$ cat config.mk
export PLATFORM = sky130hd
export DESIGN_NAME = miso_phase_calibrator_flat
export DESIGN_NICKNAME = d
export VERILOG_FILES = /design/src/rtl/miso_cal_pkg.sv /design/src/rtl/miso_phase_calibrator_if.sv /design/src/rtl/miso_cal_window_finder.sv /design/src/rtl/miso_phase_calibrator.sv /design/src/flat_wrapper.sv
export SDC_FILE = /design/constraint.sdc
export NUM_CORES = 1
export LEC_CHECK = 0
export ABC_AREA = 1
export CAP_MARGIN = 0
export CELL_PAD_IN_SITES_DETAIL_PLACEMENT = 1
export CELL_PAD_IN_SITES_GLOBAL_PLACEMENT = 1
export CORE_MARGIN = 3
export CORE_UTILIZATION = 43
export DETAILED_ROUTE_END_ITERATION = 7
export GPL_TIMING_DRIVEN = 0
export PLACE_DENSITY_LB_ADDON = 0.25
export SLEW_MARGIN = 10
export SYNTH_ARGS = -nofsm -noshare
export SYNTH_HDL_FRONTEND = slang
export SYNTH_HIERARCHICAL = 1
export SYNTH_SLANG_ARGS = --single-unit
$ cat constraint.sdc
create_clock -name dataclk -period 4.97 [get_ports dataclk]
set_input_delay 0.994 -clock dataclk [delete_from_list [all_inputs] [get_ports dataclk]]
set_output_delay 0.994 -clock dataclk [all_outputs]
set_load 0.05 [all_outputs]
$ cat src/rtl/miso_cal_pkg.sv
// rtl/miso_cal_pkg.sv - shared state encoding and default constants for the MISO phase calibrator
package miso_cal_pkg;

    typedef enum logic [2:0] {
        S_IDLE      = 3'd0,
        S_SET_PHASE = 3'd1,
        S_REQ       = 3'd2,
        S_WAIT_DATA = 3'd3,
        S_CHECK     = 3'd4,
        S_PICK      = 3'd5,
        S_DONE      = 3'd6
    } cal_state_e;

    localparam int DEF_PHASE_W = 4;
    localparam int DEF_REPEATS = 4;
    localparam int DEF_TIMEOUT = 1023;

endpackage

$ cat src/rtl/miso_phase_calibrator_if.sv
// rtl/miso_phase_calibrator_if.sv - read request / MISO return channel between calibrator and SPI sequencer
interface miso_phase_calibrator_if #(
    parameter int WORD_W = 32
) ();
    logic              cmd_req;
    logic              cmd_ack;
    logic              miso_valid;
    logic [WORD_W-1:0] miso_word;

    modport master (
        output cmd_req,
        input  cmd_ack,
        input  miso_valid,
        input  miso_word
    );

    modport slave (
        input  cmd_req,
        output cmd_ack,
        output miso_valid,
        output miso_word
    );
endinterface

$ cat src/rtl/miso_cal_window_finder.sv
// rtl/miso_cal_window_finder.sv - serial longest-run search over the pass mask, centre of the first widest run
module miso_cal_window_finder #(
    parameter int NUM_PHASES = 10,
    parameter int PHASE_W    = 4
) (
    input  logic                  clk,
    input  logic                  rst_n,
    input  logic                  run,
    input  logic [NUM_PHASES-1:0] mask,
    output logic [PHASE_W-1:0]    result,
    output logic                  found,
    output logic                  valid
);
    localparam int IDX_W = $clog2(NUM_PHASES + 1);
    localparam logic [IDX_W-1:0] IDX_END = IDX_W'(NUM_PHASES);

    logic [IDX_W-1:0] idx;
    logic [IDX_W-1:0] cur_start;
    logic [IDX_W-1:0] cur_len;
    logic [IDX_W-1:0] best_start;
    logic [IDX_W-1:0] best_len;
    logic [IDX_W-1:0] ext_len;
    logic [IDX_W-1:0] ext_start;
    logic [IDX_W-1:0] half;

    // Current run extended by the bit under inspection
    always_comb begin
        ext_len   = cur_len + 1'b1;
        ext_start = (cur_len == '0) ? idx : cur_start;
    end

    // One mask bit per cycle; strict compare keeps the earliest run on ties
    always_ff @(posedge clk or negedge rst_n) begin
        if (!rst_n) begin
            idx        <= '0;
            cur_start  <= '0;
            cur_len    <= '0;
            best_start <= '0;
            best_len   <= '0;
        end else if (!run) begin
            idx        <= '0;
            cur_start  <= '0;
            cur_len    <= '0;
            best_start <= '0;
            best_len   <= '0;
        end else if (idx != IDX_END) begin
            if (mask[idx]) begin
                cur_len   <= ext_len;
                cur_start <= ext_start;
                if (ext_len > best_len) begin
                    best_len   <= ext_len;
                    best_start <= ext_start;
                end
            end else begin
                cur_len <= '0;
            end
            idx <= idx + 1'b1;
        end
    end

    // Centre of the best run, rounded towards its start
    always_comb begin
        half   = (best_len - 1'b1) >> 1;
        result = PHASE_W'(best_start + half);
        found  = (best_len != '0);
        valid  = run && (idx == IDX_END);
    end

endmodule

$ cat src/rtl/miso_phase_calibrator.sv
// rtl/miso_phase_calibrator.sv - sweeps MISO sampling phase, scores each phase, centres on the widest passing window
module miso_phase_calibrator
    import miso_cal_pkg::*;
#(
    parameter int NUM_PHASES    = 10,
    parameter int PHASE_W       = DEF_PHASE_W,
    parameter int WORD_W        = 32,
    parameter int REPEATS       = DEF_REPEATS,
    parameter int TIMEOUT       = DEF_TIMEOUT,
    parameter int DEFAULT_PHASE = 0
) (
    input  logic                    dataclk,
    input  logic                    reset_n,
    input  logic                    start,
    input  logic [WORD_W-1:0]       expected_word,
    input  logic                    manual_en,
    input  logic [PHASE_W-1:0]      manual_phase,
    miso_phase_calibrator_if.master seq,
    output logic [PHASE_W-1:0]      phase_select,
    output logic                    busy,
    output logic                    done,
    output logic                    cal_ok,
    output logic [NUM_PHASES-1:0]   pass_mask
);
    localparam int RPT_W = (REPEATS > 1) ? $clog2(REPEATS) : 1;
    localparam int TO_W  = $clog2(TIMEOUT + 1);
    localparam logic [RPT_W-1:0]   RPT_LAST   = RPT_W'(REPEATS - 1);
    localparam logic [TO_W-1:0]    TO_MAX     = TO_W'(TIMEOUT);
    localparam logic [PHASE_W-1:0] LAST_PHASE = PHASE_W'(NUM_PHASES - 1);
    localparam logic [PHASE_W-1:0] RST_PHASE  = PHASE_W'(DEFAULT_PHASE);

    cal_state_e         state;
    logic [PHASE_W-1:0] scan_phase;
    logic [PHASE_W-1:0] cal_phase;
    logic [RPT_W-1:0]   rep_cnt;
    logic [TO_W-1:0]    to_cnt;
    logic [WORD_W-1:0]  word_q;
    logic [PHASE_W-1:0] win_result;
    logic               win_found;
    logic               win_valid;

    miso_cal_window_finder #(
        .NUM_PHASES (NUM_PHASES),
        .PHASE_W    (PHASE_W)
    ) u_window (
        .clk    (dataclk),
        .rst_n  (reset_n),
        .run    (state == S_PICK),
        .mask   (pass_mask),
        .result (win_result),
        .found  (win_found),
        .valid  (win_valid)
    );

    // Calibration sequencer, timeout counter and registered phase_select mux
    always_ff @(posedge dataclk or negedge reset_n) begin
        if (!reset_n) begin
            state        <= S_IDLE;
            scan_phase   <= '0;
            cal_phase    <= RST_PHASE;
            rep_cnt      <= '0;
            to_cnt       <= '0;
            word_q       <= '0;
            seq.cmd_req  <= 1'b0;
            busy         <= 1'b0;
            done         <= 1'b0;
            cal_ok       <= 1'b0;
            pass_mask    <= '0;
            phase_select <= RST_PHASE;
        end else begin
            done <= 1'b0;
            // DONE already holds the new cal_phase, so hand it over one cycle after done
            if (busy && state != S_DONE) begin
                phase_select <= scan_phase;
            end else if (manual_en) begin
                phase_select <= manual_phase;
            end else begin
                phase_select <= cal_phase;
            end

            case (state)
                S_IDLE: begin
                    if (start) begin
                        state      <= S_SET_PHASE;
                        scan_phase <= '0;
                        pass_mask  <= '0;
                        busy       <= 1'b1;
                    end
                end
                S_SET_PHASE: begin
                    rep_cnt     <= '0;
                    seq.cmd_req <= 1'b1;
                    state       <= S_REQ;
                end
                S_REQ: begin
                    if (seq.cmd_ack) begin
                        seq.cmd_req <= 1'b0;
                        to_cnt      <= '0;
                        state       <= S_WAIT_DATA;
                    end
                end
                S_WAIT_DATA: begin
                    if (seq.miso_valid) begin
                        word_q <= seq.miso_word;
                        state  <= S_CHECK;
                    end else if (to_cnt == TO_MAX) begin
                        if (scan_phase == LAST_PHASE) begin
                            state <= S_PICK;
                        end else begin
                            scan_phase <= scan_phase + 1'b1;
                            state      <= S_SET_PHASE;
                        end
                    end else begin
                        to_cnt <= to_cnt + 1'b1;
                    end
                end
                S_CHECK: begin
                    if (word_q == expected_word && rep_cnt != RPT_LAST) begin
                        rep_cnt     <= rep_cnt + 1'b1;
                        seq.cmd_req <= 1'b1;
                        state       <= S_REQ;
                    end else begin
                        if (word_q == expected_word) begin
                            pass_mask[scan_phase] <= 1'b1;
                        end
                        if (scan_phase == LAST_PHASE) begin
                            state <= S_PICK;
                        end else begin
                            scan_phase <= scan_phase + 1'b1;
                            state      <= S_SET_PHASE;
                        end
                    end
                end
                S_PICK: begin
                    if (win_valid) begin
                        state <= S_DONE;
                        done  <= 1'b1;
                        if (win_found) begin
                            cal_phase <= win_result;
                            cal_ok    <= 1'b1;
                        end else begin
                            cal_ok    <= 1'b0;
                        end
                    end
                end
                S_DONE: begin
                    busy  <= 1'b0;
                    state <= S_IDLE;
                end
                default: state <= S_IDLE;
            endcase
        end
    end

endmodule

$ cat src/flat_wrapper.sv
// flat-port wrapper written by rule: the top's interface ports become plain ports
module miso_phase_calibrator_flat import miso_cal_pkg::*;
#(
    parameter int NUM_PHASES    = 10,
    parameter int PHASE_W       = DEF_PHASE_W,
    parameter int WORD_W        = 32,
    parameter int REPEATS       = DEF_REPEATS,
    parameter int TIMEOUT       = DEF_TIMEOUT,
    parameter int DEFAULT_PHASE = 0
)
  (dataclk, reset_n, start, expected_word, manual_en, manual_phase, phase_select, busy, done, cal_ok, pass_mask, seq_cmd_req, seq_cmd_ack, seq_miso_valid, seq_miso_word);
  miso_phase_calibrator_if #(.WORD_W(WORD_W)) seq_i ();
  input  logic dataclk;
  input  logic reset_n;
  input  logic start;
  input  logic [WORD_W-1:0] expected_word;
  input  logic manual_en;
  input  logic [PHASE_W-1:0] manual_phase;
  output logic [PHASE_W-1:0] phase_select;
  output logic busy;
  output logic done;
  output logic cal_ok;
  output logic [NUM_PHASES-1:0] pass_mask;
  output wire logic [$bits(seq_i.cmd_req)-1:0] seq_cmd_req;
  input wire logic [$bits(seq_i.cmd_ack)-1:0] seq_cmd_ack;
  input wire logic [$bits(seq_i.miso_valid)-1:0] seq_miso_valid;
  input wire logic [$bits(seq_i.miso_word)-1:0] seq_miso_word;
  assign seq_cmd_req = seq_i.cmd_req;
  assign seq_i.cmd_ack = seq_cmd_ack;
  assign seq_i.miso_valid = seq_miso_valid;
  assign seq_i.miso_word = seq_miso_word;
  miso_phase_calibrator #(.NUM_PHASES(NUM_PHASES), .PHASE_W(PHASE_W), .WORD_W(WORD_W), .REPEATS(REPEATS), .TIMEOUT(TIMEOUT), .DEFAULT_PHASE(DEFAULT_PHASE)) u_core (.dataclk(dataclk), .reset_n(reset_n), .start(start), .expected_word(expected_word), .manual_en(manual_en), .manual_phase(manual_phase), .seq(seq_i), .phase_select(phase_select), .busy(busy), .done(done), .cal_ok(cal_ok), .pass_mask(pass_mask));
endmodule
### After elaboration in Yosys (flattened, before gate mapping)

Cells that the tools add are included.

* register bits after elaboration: 93
* bits of input ports: 74
* output and inout port bits: 18

* $add $sub $neg: 7
* order comparisons: 4
* eq/ne operators: 26
* muxes and demuxes: 55
* bitwise gates (word level): 1
* reduce and logical (&&, ||, !) cells: 25

Operators by type and width (number)
* $mux W4: 24
* $mux W10: 6
* $pmux W10 S2: 2
* $eq A32 B32 Y1: 1
* $mux W3: 7
* $pmux W3 S6: 1
* $ne A2 B1 Y1 const B: 7
* $add A4 B1 Y4 const B: 3
* $ne A2 B2 Y1 const B: 6
* $pmux W4 S3: 1
* $reduce_and A4 Y1: 3
* $add A10 B1 Y10 const B: 1
* $eq A10 B10 Y1 const B: 1
* $lt A4 B5 Y1 const B: 2
* $or A10 B10 Y10: 1
* $reduce_and A2 Y1: 5
* $eq A3 B3 Y1 const B: 3
* $reduce_and A3 Y1: 3
* $eq A4 B4 Y1 const B: 2
* $mux W1: 8
* $reduce_bool A2 Y1: 4
* $eq A3 B2 Y1 const B: 2
* $reduce_bool A3 Y1: 2
* $reduce_and A5 Y1: 1
* 19 further kinds: 22

### Depth between registers and ports, before layout

Gate-level depths: netlist of run 1.

* word-level depth: 8
* gate-level depth with buffers: 12
* gate-level depth less buffers: 12

### Modules after synthesis

Netlist of run 1, hierarchy kept.

Modules (own cells, without submodules)
* miso_phase_calibrator: instances 1, cells an instance 458, area an instance 3868.7 µm², seq. area each 1826.8 µm²
* miso_cal_window_finder: instances 1, cells an instance 174, area an instance 1377.6 µm², seq. area each 500.5 µm²

### Worst setup path after synthesis of run 1

Ideal clock, no wire load.

* kind: input to register
* start: input expected_word[8]
* end: register u_core.pass_mask[0]
* data arrival time: 1990 ps
* path slack: 2861 ps
* stages: 9
* cell sequence: xnor2_1 > nand2_1 > nor2_1 > nand2_1 > nor2_1 > nand4_2 > buf_2 > nand4_1 > nand2_1

* cells in the longest elaborated chain, start to end: 4

Ends and longest elaborated chain
* start, declared: line flat_wrapper.sv:16 `input logic [WORD_W-1:0] expected_word;`
* $eq A32 B32 Y1 *: line miso_phase_calibrator.sv:118, miso_phase_calibrator.sv:123
* $logic_and A1 B1 Y1: line miso_phase_calibrator.sv:118 `if (word_q == expected_word && rep_cnt != RPT_LAST) begin`
* $ne A2 B2 Y1 (no source line)
* $reduce_and A4 Y1 (no source line) *
* end signal, assigned: line miso_phase_calibrator.sv:68 `pass_mask <= '0;`
* end signal, assigned: line miso_phase_calibrator.sv:86 `pass_mask <= '0;`
* end signal, assigned by index: line miso_phase_calibrator.sv:124 `pass_mask[scan_phase] <= 1'b1;`
* end, declared: line miso_phase_calibrator.sv:23 `output logic [NUM_PHASES-1:0] pass_mask`

Every way passes the cells marked *; elsewhere a longest branch is shown, timed or not.
A chain may end at the register's enable or synchronous reset.

### Worst setup path after layout of run 1

* start: input expected_word[15]
* end: register u_core.pass_mask[0]

The elaborated chain is that of the path after synthesis.

==> results.cfg, run 1 <==
[routing]
wire_per_inst_um = 16.53
drt-vias-per-instance = 5.247
dr.pass1.iters = 4
ant_nets = 0
totalWireLength_mm = 14.58
drc = 0
vias = 4628
drt-initial-drc-count = 163

[hold_path]
hold_class = reg -> reg

[logic_synthesis]
yosysSeqAreaShare_pct = 44.36
syn_nets = 726
synth_area_leaders = dfrtp_1, nand2_1, inv_1
yosys.area.top_type = dfrtp_1
synth_compound_area_share_pct = 8.586
synth_cells = 632
synth_edf_count = 0
synthFlopType = dfrtp_1
ys.warnings.count = 6
async_reset_ff_share_pct = 100.0
synth_xor_area_share_pct = 5.175
synth.cell_area_um2 = 5246
synth_top_family_by_area = simple AND/OR/NAND/NOR gates
netlist.area_leader.share_pct = 44.36
synth-seq-cells = 93
netlist-cell-type-count = 41
avgSynthCellArea_um2 = 8.301
yosys.area_share.simple_pct = 23.75
synthAdderAreaFrac_pct = 4.913
synth.area.mux_share_pct = 5.366

[sta]
fin_tns_setup_ns = 0
max_freq_ghz = 0.3627
hold_viol = 0
period_needed_ns = 2.757
slew_headroom_pct = 21.01
final-max-slew-violation-count = 0
fin_skew_ns = 0.005350
setup-violations-final = 0
fin_ws_ns = 2.213
rsz0062_at_grt = no
finalCritPeriodShare_pct = 55.47
holdWs_ns = 0.4816
worst_pin_slew_ns = 1.175

[pwr]
intPower_mw = 1.762
switchingPower_mw = 1.016
fin_total_pwr_mw = 2.778
power.density_nw_per_um2 = 418.1
pwr-share-comb_pct = 36.3
total_leakage_power_nw = 3.163
swShare_pct = 36.57
ir_drop_uv = 202.6
p_clk_share_pct = 25.0
p_seq_share_pct = 38.7

[cts]
clkLatencyLatePin_ns = 0.35
post_cts_buffers = 0
cts.clk_slew.worst_paths_ns = 0.06
root_buffer = clkbuf_16
cts_buffers = 9
cts_buffer_depth = 2
post_cts_resized = 0
tritoncts = done
htree_levels = 3
postCtsHoldBufs = 0
cts_sinks = 93

[critical_path]
cp-end-kind = flop
worst-endpoint-required_ns = 5.20
crit_type = in -> reg
cpPeakStageDelay_ns = 0.44
critPathMaxFanout = 10
critPathSlowestCell = clkdlybuf4s50_1
critPathMostFrequentCell = nand2_1
arrival_ns = 2.99
crit_chain = clkdlybuf4s50_1 -> xnor2_1 -> nand2_1 -> nor2_1 -> nand2_1 -> nor2_1 -> nand4_2 -> buf_2 -> nand4_1 -> nand2_1
start_kind = input pin

[placed_design]
place_congestion = 0.8131
hpwl_mm = 11.21
place_ws_ns = 1.946
port_buffers = 90

[die]
ioPinCount = 92
die_y_um = 116.5
rows = 39
initial_core_util_pct = 44.98
die_w_um = 116.5
fp.coreArea_um2 = 11660
die_area_um2 = 13560

[layout]
seq_area_um2 = 2327
final_cell_mix = nand2_1, dfrtp_1, clkdlybuf4s50_1
drive_gt1_share_pct = 9.878
multi_input_area_um2 = 2507
final_common_cell = nand2_1
nFillCells = 1407
layout.nets = 828
final_util_pct = 56.98
area_growth_pct = 26.66
antennaDiodeCount = 0

[global_route]
globalRouteTotalUtil_pct = 23.29
antenna_found_initial = 0
grt-ovfl-total = 0
grt_pass1_wl_mm = 24.74
grt_pass1_vias = 5131
grt_max_degree = 61

[run]
drv_cap = 0

[outcome]
status = finished clean
[area by class of cell]
class                      count  share of cell area [%]
multi-input combinational    437                   37.73
sequential                    93                   35.02
timing repair buffer          91                   13.93
inverter                      87                   4.952
clock buffer                  12                   3.709
tap                          143                   2.693
buffer                        15                   1.243
clock inverter                 4                  0.7155
[worst max-delay path, delay by kind of cell]
| kind | cells | cell delay (ns) |
|---|---|---|
| buffers and inverters | 2 | 0.72 |
| and+or+nand+nor | 7 | 1.02 |
| xor gates and xnor gates | 1 | 0.25 |
[metrics by stage]
step	cells	cell area, µm²
floorplan	632	5246
global placement	865	6326
detailed placement	866	6351
CTS	882	6645
global route	882	6645
finish	882	6645
[logic make-up after synthesis]
logic type      Yosys count
compound gates           81
xor+xnor                 31
fa+ha+maj                20
buf+inv                 102
flops                    93
mux                      25
simple gates            280
[state kept, by name (all words and copies together), names as in the netlist]
register and cells:
u_core/cal_phase 4, u_core/state 3, u_core/u_window/best_len 4, u_core/u_window/cur_len 4, u_core/u_window/idx 4, u_core/phase_select 4, u_core/word_q 32, u_core/done 1
u_core/cal_ok 1, u_core/seq.cmd_req 1, u_core/u_window/cur_start 4, u_core/scan_phase 4, u_core/busy 1, u_core/u_window/best_start 4, u_core/to_cnt 10, u_core/pass_mask 10
u_core/rep_cnt 2
[power by group through the flow]
stage	Combinational (mW)	Clock (mW)	Sequential, mW
final	1.01	0.694	1.07
after global routing	1.14	0.749	1.10
after CTS	1.02	0.716	1.08
after detailed placement	1.01	0	1.09
after global placement	0.957	0	1.07
after floorplan	0.643	0	1.13
[cell usage after synthesis (2+ instances only)]
library cell and instances:
nand2_1 161, buf_1 2, buf_6 2, nor2_1 44
nand4_1 19, inv_1 83, nand3_2 4, o21ai_0 23
o211ai_1 5, nor2_2 3, nand3_1 37, buf_2 9
dfrtp_1 93, o21ai_1 7, a31oi_1 2, nand2_2 2
mux2_2 25, xor2_1 7, nand4_2 2, inv_2 3
ha_1 19, clkbuf_1 2, xnor2_1 24, a21oi_1 36
o31ai_1 2
[per-layer routing]
metal  part of all wire [%]  vias up  global-route usage, %
li1                       -     2250                      -
met1                     41     2292                  28.09
met2                     54       69                  42.33
met3                    3.0       17                  2.902
met4                    1.9        0                  8.662
met5                      0        -                      0
[worst paths after layout]
| path | from | to | slack [ns] | depth (start not counted) |
|---|---|---|---|---|
| worst max-delay path | expected_word[15] | u_core/pass_mask[0]$_DFFE_PN0P_ | 2.21 | 10 |
| worst min-delay path | u_core/seq.cmd_req$_DFFE_PN0P_ | u_core/seq.cmd_req$_DFFE_PN0P_ | 0.48 | 2 |
| worst max register to register | u_core/u_window/cur_len[0]$_DFFE_PN0N_ | u_core/u_window/best_start[3]$_DFFE_PN0P_ | 2.63 | 11 |
| worst min register to register | u_core/seq.cmd_req$_DFFE_PN0P_ | u_core/seq.cmd_req$_DFFE_PN0P_ | 0.48 | 2 |
| max in group asynchronous | reset_n | u_core/u_window/cur_start[0]$_DFFE_PN0P_ | 3.71 | 2 |
| min in group asynchronous | reset_n | u_core/word_q[12]$_DFFE_PN0P_ | 0.60 | 1 |
Note: power is estimated with default switching activity, not from simulation.
==> run 2: changes to the inputs <==
--- a/config.mk
+++ b/config.mk
@@ -10,7 +10,7 @@
 export CELL_PAD_IN_SITES_DETAIL_PLACEMENT = 1
 export CELL_PAD_IN_SITES_GLOBAL_PLACEMENT = 1
 export CORE_MARGIN = 3
-export CORE_UTILIZATION = 43
+export CORE_UTILIZATION = 36
 export DETAILED_ROUTE_END_ITERATION = 7
 export GPL_TIMING_DRIVEN = 0
 export PLACE_DENSITY_LB_ADDON = 0.25
==> constraint.sdc (replaced) <==
create_clock -name dataclk -period 2.4 [get_ports dataclk]
set_input_delay 0.48 -clock dataclk [delete_from_list [all_inputs] [get_ports dataclk]]
set_output_delay 0.48 -clock dataclk [all_outputs]
set_load 0.05 [all_outputs]
==> run 2 against run 1 <==
Against the previous run:
- clock skew grew 0.0017 ns
- largest power group unchanged
- utilization shrank 9.2 points
- combinational power grew 110%
- via count shrank 1.2%
- critical endpoint is now u_core/cal_phase[0]$_DFFE_PN0P_
- clock power grew 97%
- highest routed layer unchanged
==> results.cfg, run 2 (same netlist as run 1, synthesis figures left out) <==
[pwr]
power.density_nw_per_um2 = 846.4
fin_total_pwr_mw = 5.679
pwr-share-comb_pct = 36.7
p_clk_share_pct = 24.2
ir_drop_uv = 367.9
switchingPower_mw = 2.080
intPower_mw = 3.600
swShare_pct = 36.62
p_seq_share_pct = 39.1
total_leakage_power_nw = 3.172

[cts]
cts_buffers = 9
cts_sinks = 93
tritoncts = done
root_buffer = clkbuf_16
postCtsHoldBufs = 0
clkLatencyLatePin_ns = 0.35
cts.clk_slew.worst_paths_ns = 0.06
cts_buffer_depth = 2
htree_levels = 3

[placed_design]
place_ws_ns = -0.02100
place_congestion = 0.8312
port_buffers = 90
placed_cells = 903
hpwl_mm = 10.75

[routing]
drt-vias-per-instance = 4.959
ant_nets = 0
totalWireLength_mm = 14.16
drt-initial-drc-count = 147
dr.pass1.iters = 4
wire_per_inst_um = 15.36
vias = 4572
drc = 0

[layout]
multi_input_area_um2 = 2517
final_util_pct = 47.79
layout.nets = 832
antennaDiodeCount = 0
top_register = u_core/word_q
final_cell_mix = nand2_1, dfrtp_1, clkdlybuf4s50_1
stdcell_count = 922
final_common_cell = nand2_1
largest_reg_flops = 32
seq_area_um2 = 2328
drive_gt1_share_pct = 10.65
nFillCells = 1694
top_regs = u_core/word_q (32), u_core/pass_mask (10), u_core/to_cnt (10)
area_growth_pct = 27.90

[sta]
slew_headroom_pct = 27.14
holdWs_ns = 0.1920
fin_skew_ns = 0.007020
fin_ws_ns = 0.2339
hold_viol = 0
worst_pin_slew_ns = 1.084
rsz0062_at_grt = yes
final-max-slew-violation-count = 0
finalCritPeriodShare_pct = 90.25
period_needed_ns = 2.166
setup-violations-final = 0
max_freq_ghz = 0.4617

[critical_path]
crit_chain = inv_1 -> nor2_1 -> inv_1 -> nor2_1 -> nand3_1 -> inv_1 -> inv_1 -> nor2_4 -> nand2_2 -> mux2_2
cpPeakStageDelay_ns = 0.39
rrSetupSlack_ns = 0.23
cp-end-kind = flop
critPathMostFrequentCell = inv_1
rr_worst_depth = 10
arrival_ns = 2.40
critPathSlowestCell = dfrtp_1
cp-endpoint = u_core/cal_phase[0]$_DFFE_PN0P_
cp_top_family = simple AND/OR/NAND/NOR gates
reg2reg_from = u_core/state[0]$_DFFE_PN0P_
crit_type = reg -> reg
r2r_end = u_core/cal_phase[0]$_DFFE_PN0P_
worst-endpoint-required_ns = 2.63
start_kind = flop
crit_path_start = u_core/state[0]$_DFFE_PN0P_
critPathMaxFanout = 7
crit_buf_inv = 4
cp_num_cells = 10

[global_route]
globalRouteTotalUtil_pct = 18.45
antenna_found_initial = 0
grt_pass1_vias = 4860
grt-ovfl-total = 0
grt_max_degree = 55
grt_pass1_wl_mm = 24.02

[die]
initial_core_util_pct = 37.36
rows = 43
ioPinCount = 92
die_y_um = 126.7
die_area_um2 = 16060
die_w_um = 126.7
fp.coreArea_um2 = 14040

[hold_path]
hold_class = in -> async

[run]
drv_cap = 0

[outcome]
status = finished clean
-- run 2: cell types whose count changed in the layout (fill, tap and decap cells not counted) --
cell / delta
xnor2_1: -1
dfrtp_2: +1
buf_12: +1
buf_16: -1
dfrtp_1: -1
nand2_1: -1
nand2_2: +1
clkinvlp_4: -1
clkinv_2: -1
buf_4: +4
bufinv_16: -1
xnor2_2: +1
clkbuf_8: +2
-- run 2: metal layers --
layer | part of all wire (%) | up-vias | track usage, %
met2 | 50 | 67 | 31.48
met4 | 1.2 | 0 | 5.678
met3 | 3.7 | 12 | 3.495
met5 | 0 | - | 0
met1 | 45 | 2245 | 23.74
li1 | - | 2248 | -
-- run 2: per-stage QoR --
stage / TNS (ns) / instance area [µm²]
2_1_floorplan: 0 / 5246
3_3_place_gp: -262.30 / 6372
3_5_place_dp: -0.09340 / 6390
4_1_cts: 0 / 6669
5_1_grt: -0.005050 / 6710
6_report: 0 / 6710
-- run 2: repair_timing --
item	4_1_cts	5_1_grt
endpoints found under the hold margin	0	0
endpoints found under the setup margin	0	8
gates resized for setup	0	3
buffers inserted	0	4
-- run 2: worst min-delay path by stage --
| stage | startpoint | end | depth (start not counted) |
|---|---|---|---|
| 2_1_floorplan | reset_n | u_core/busy$_DFFE_PN0P_ | 0 |
| 3_3_place_gp | u_core/u_window/cur_start[3]$_DFFE_PN0P_ | u_core/u_window/cur_start[3]$_DFFE_PN0P_ | 2 |
| 3_5_place_dp | u_core/u_window/cur_start[3]$_DFFE_PN0P_ | u_core/u_window/cur_start[3]$_DFFE_PN0P_ | 2 |
| 4_1_cts | reset_n | u_core/word_q[17]$_DFFE_PN0P_ | 1 |
| 5_1_grt | reset_n | u_core/word_q[17]$_DFFE_PN0P_ | 1 |
| 6_report | reset_n | u_core/word_q[17]$_DFFE_PN0P_ | 1 |
-- run 2: layout make-up --
type / count / share of cell area [%]
multi-input cells: 437 / 37.52
flip-flops and latches: 93 / 34.70
repair buffers: 95 / 14.13
inverters: 87 / 4.904
clock buffers: 14 / 4.084
well taps: 180 / 3.356
plain buffers: 15 / 1.231
clock inverters: 1 / 0.07459
-- run 2: worst reg2reg max path: stages, from the launching register on --
cell	delay, ns
dfrtp_1	0.39
inv_1	0.10
nor2_1	0.10
inv_1	0.08
nor2_1	0.25
nand3_1	0.28
inv_1	0.23
inv_1	0.11
nor2_4	0.13
nand2_2	0.11
mux2_2	0.29
-- run 2: power groups by stage --
| stage | Clock [mW] | Combinational, mW | Sequential [mW] |
|---|---|---|---|
| 4_1_cts | 1.42 | 2.11 | 2.22 |
| 5_1_grt | 1.49 | 2.34 | 2.28 |
| 3_3_place_gp | 0 | 2.01 | 2.22 |
| 3_5_place_dp | 0 | 2.09 | 2.25 |
| 2_1_floorplan | 0 | 1.33 | 2.34 |
| 6_report | 1.37 | 2.08 | 2.22 |
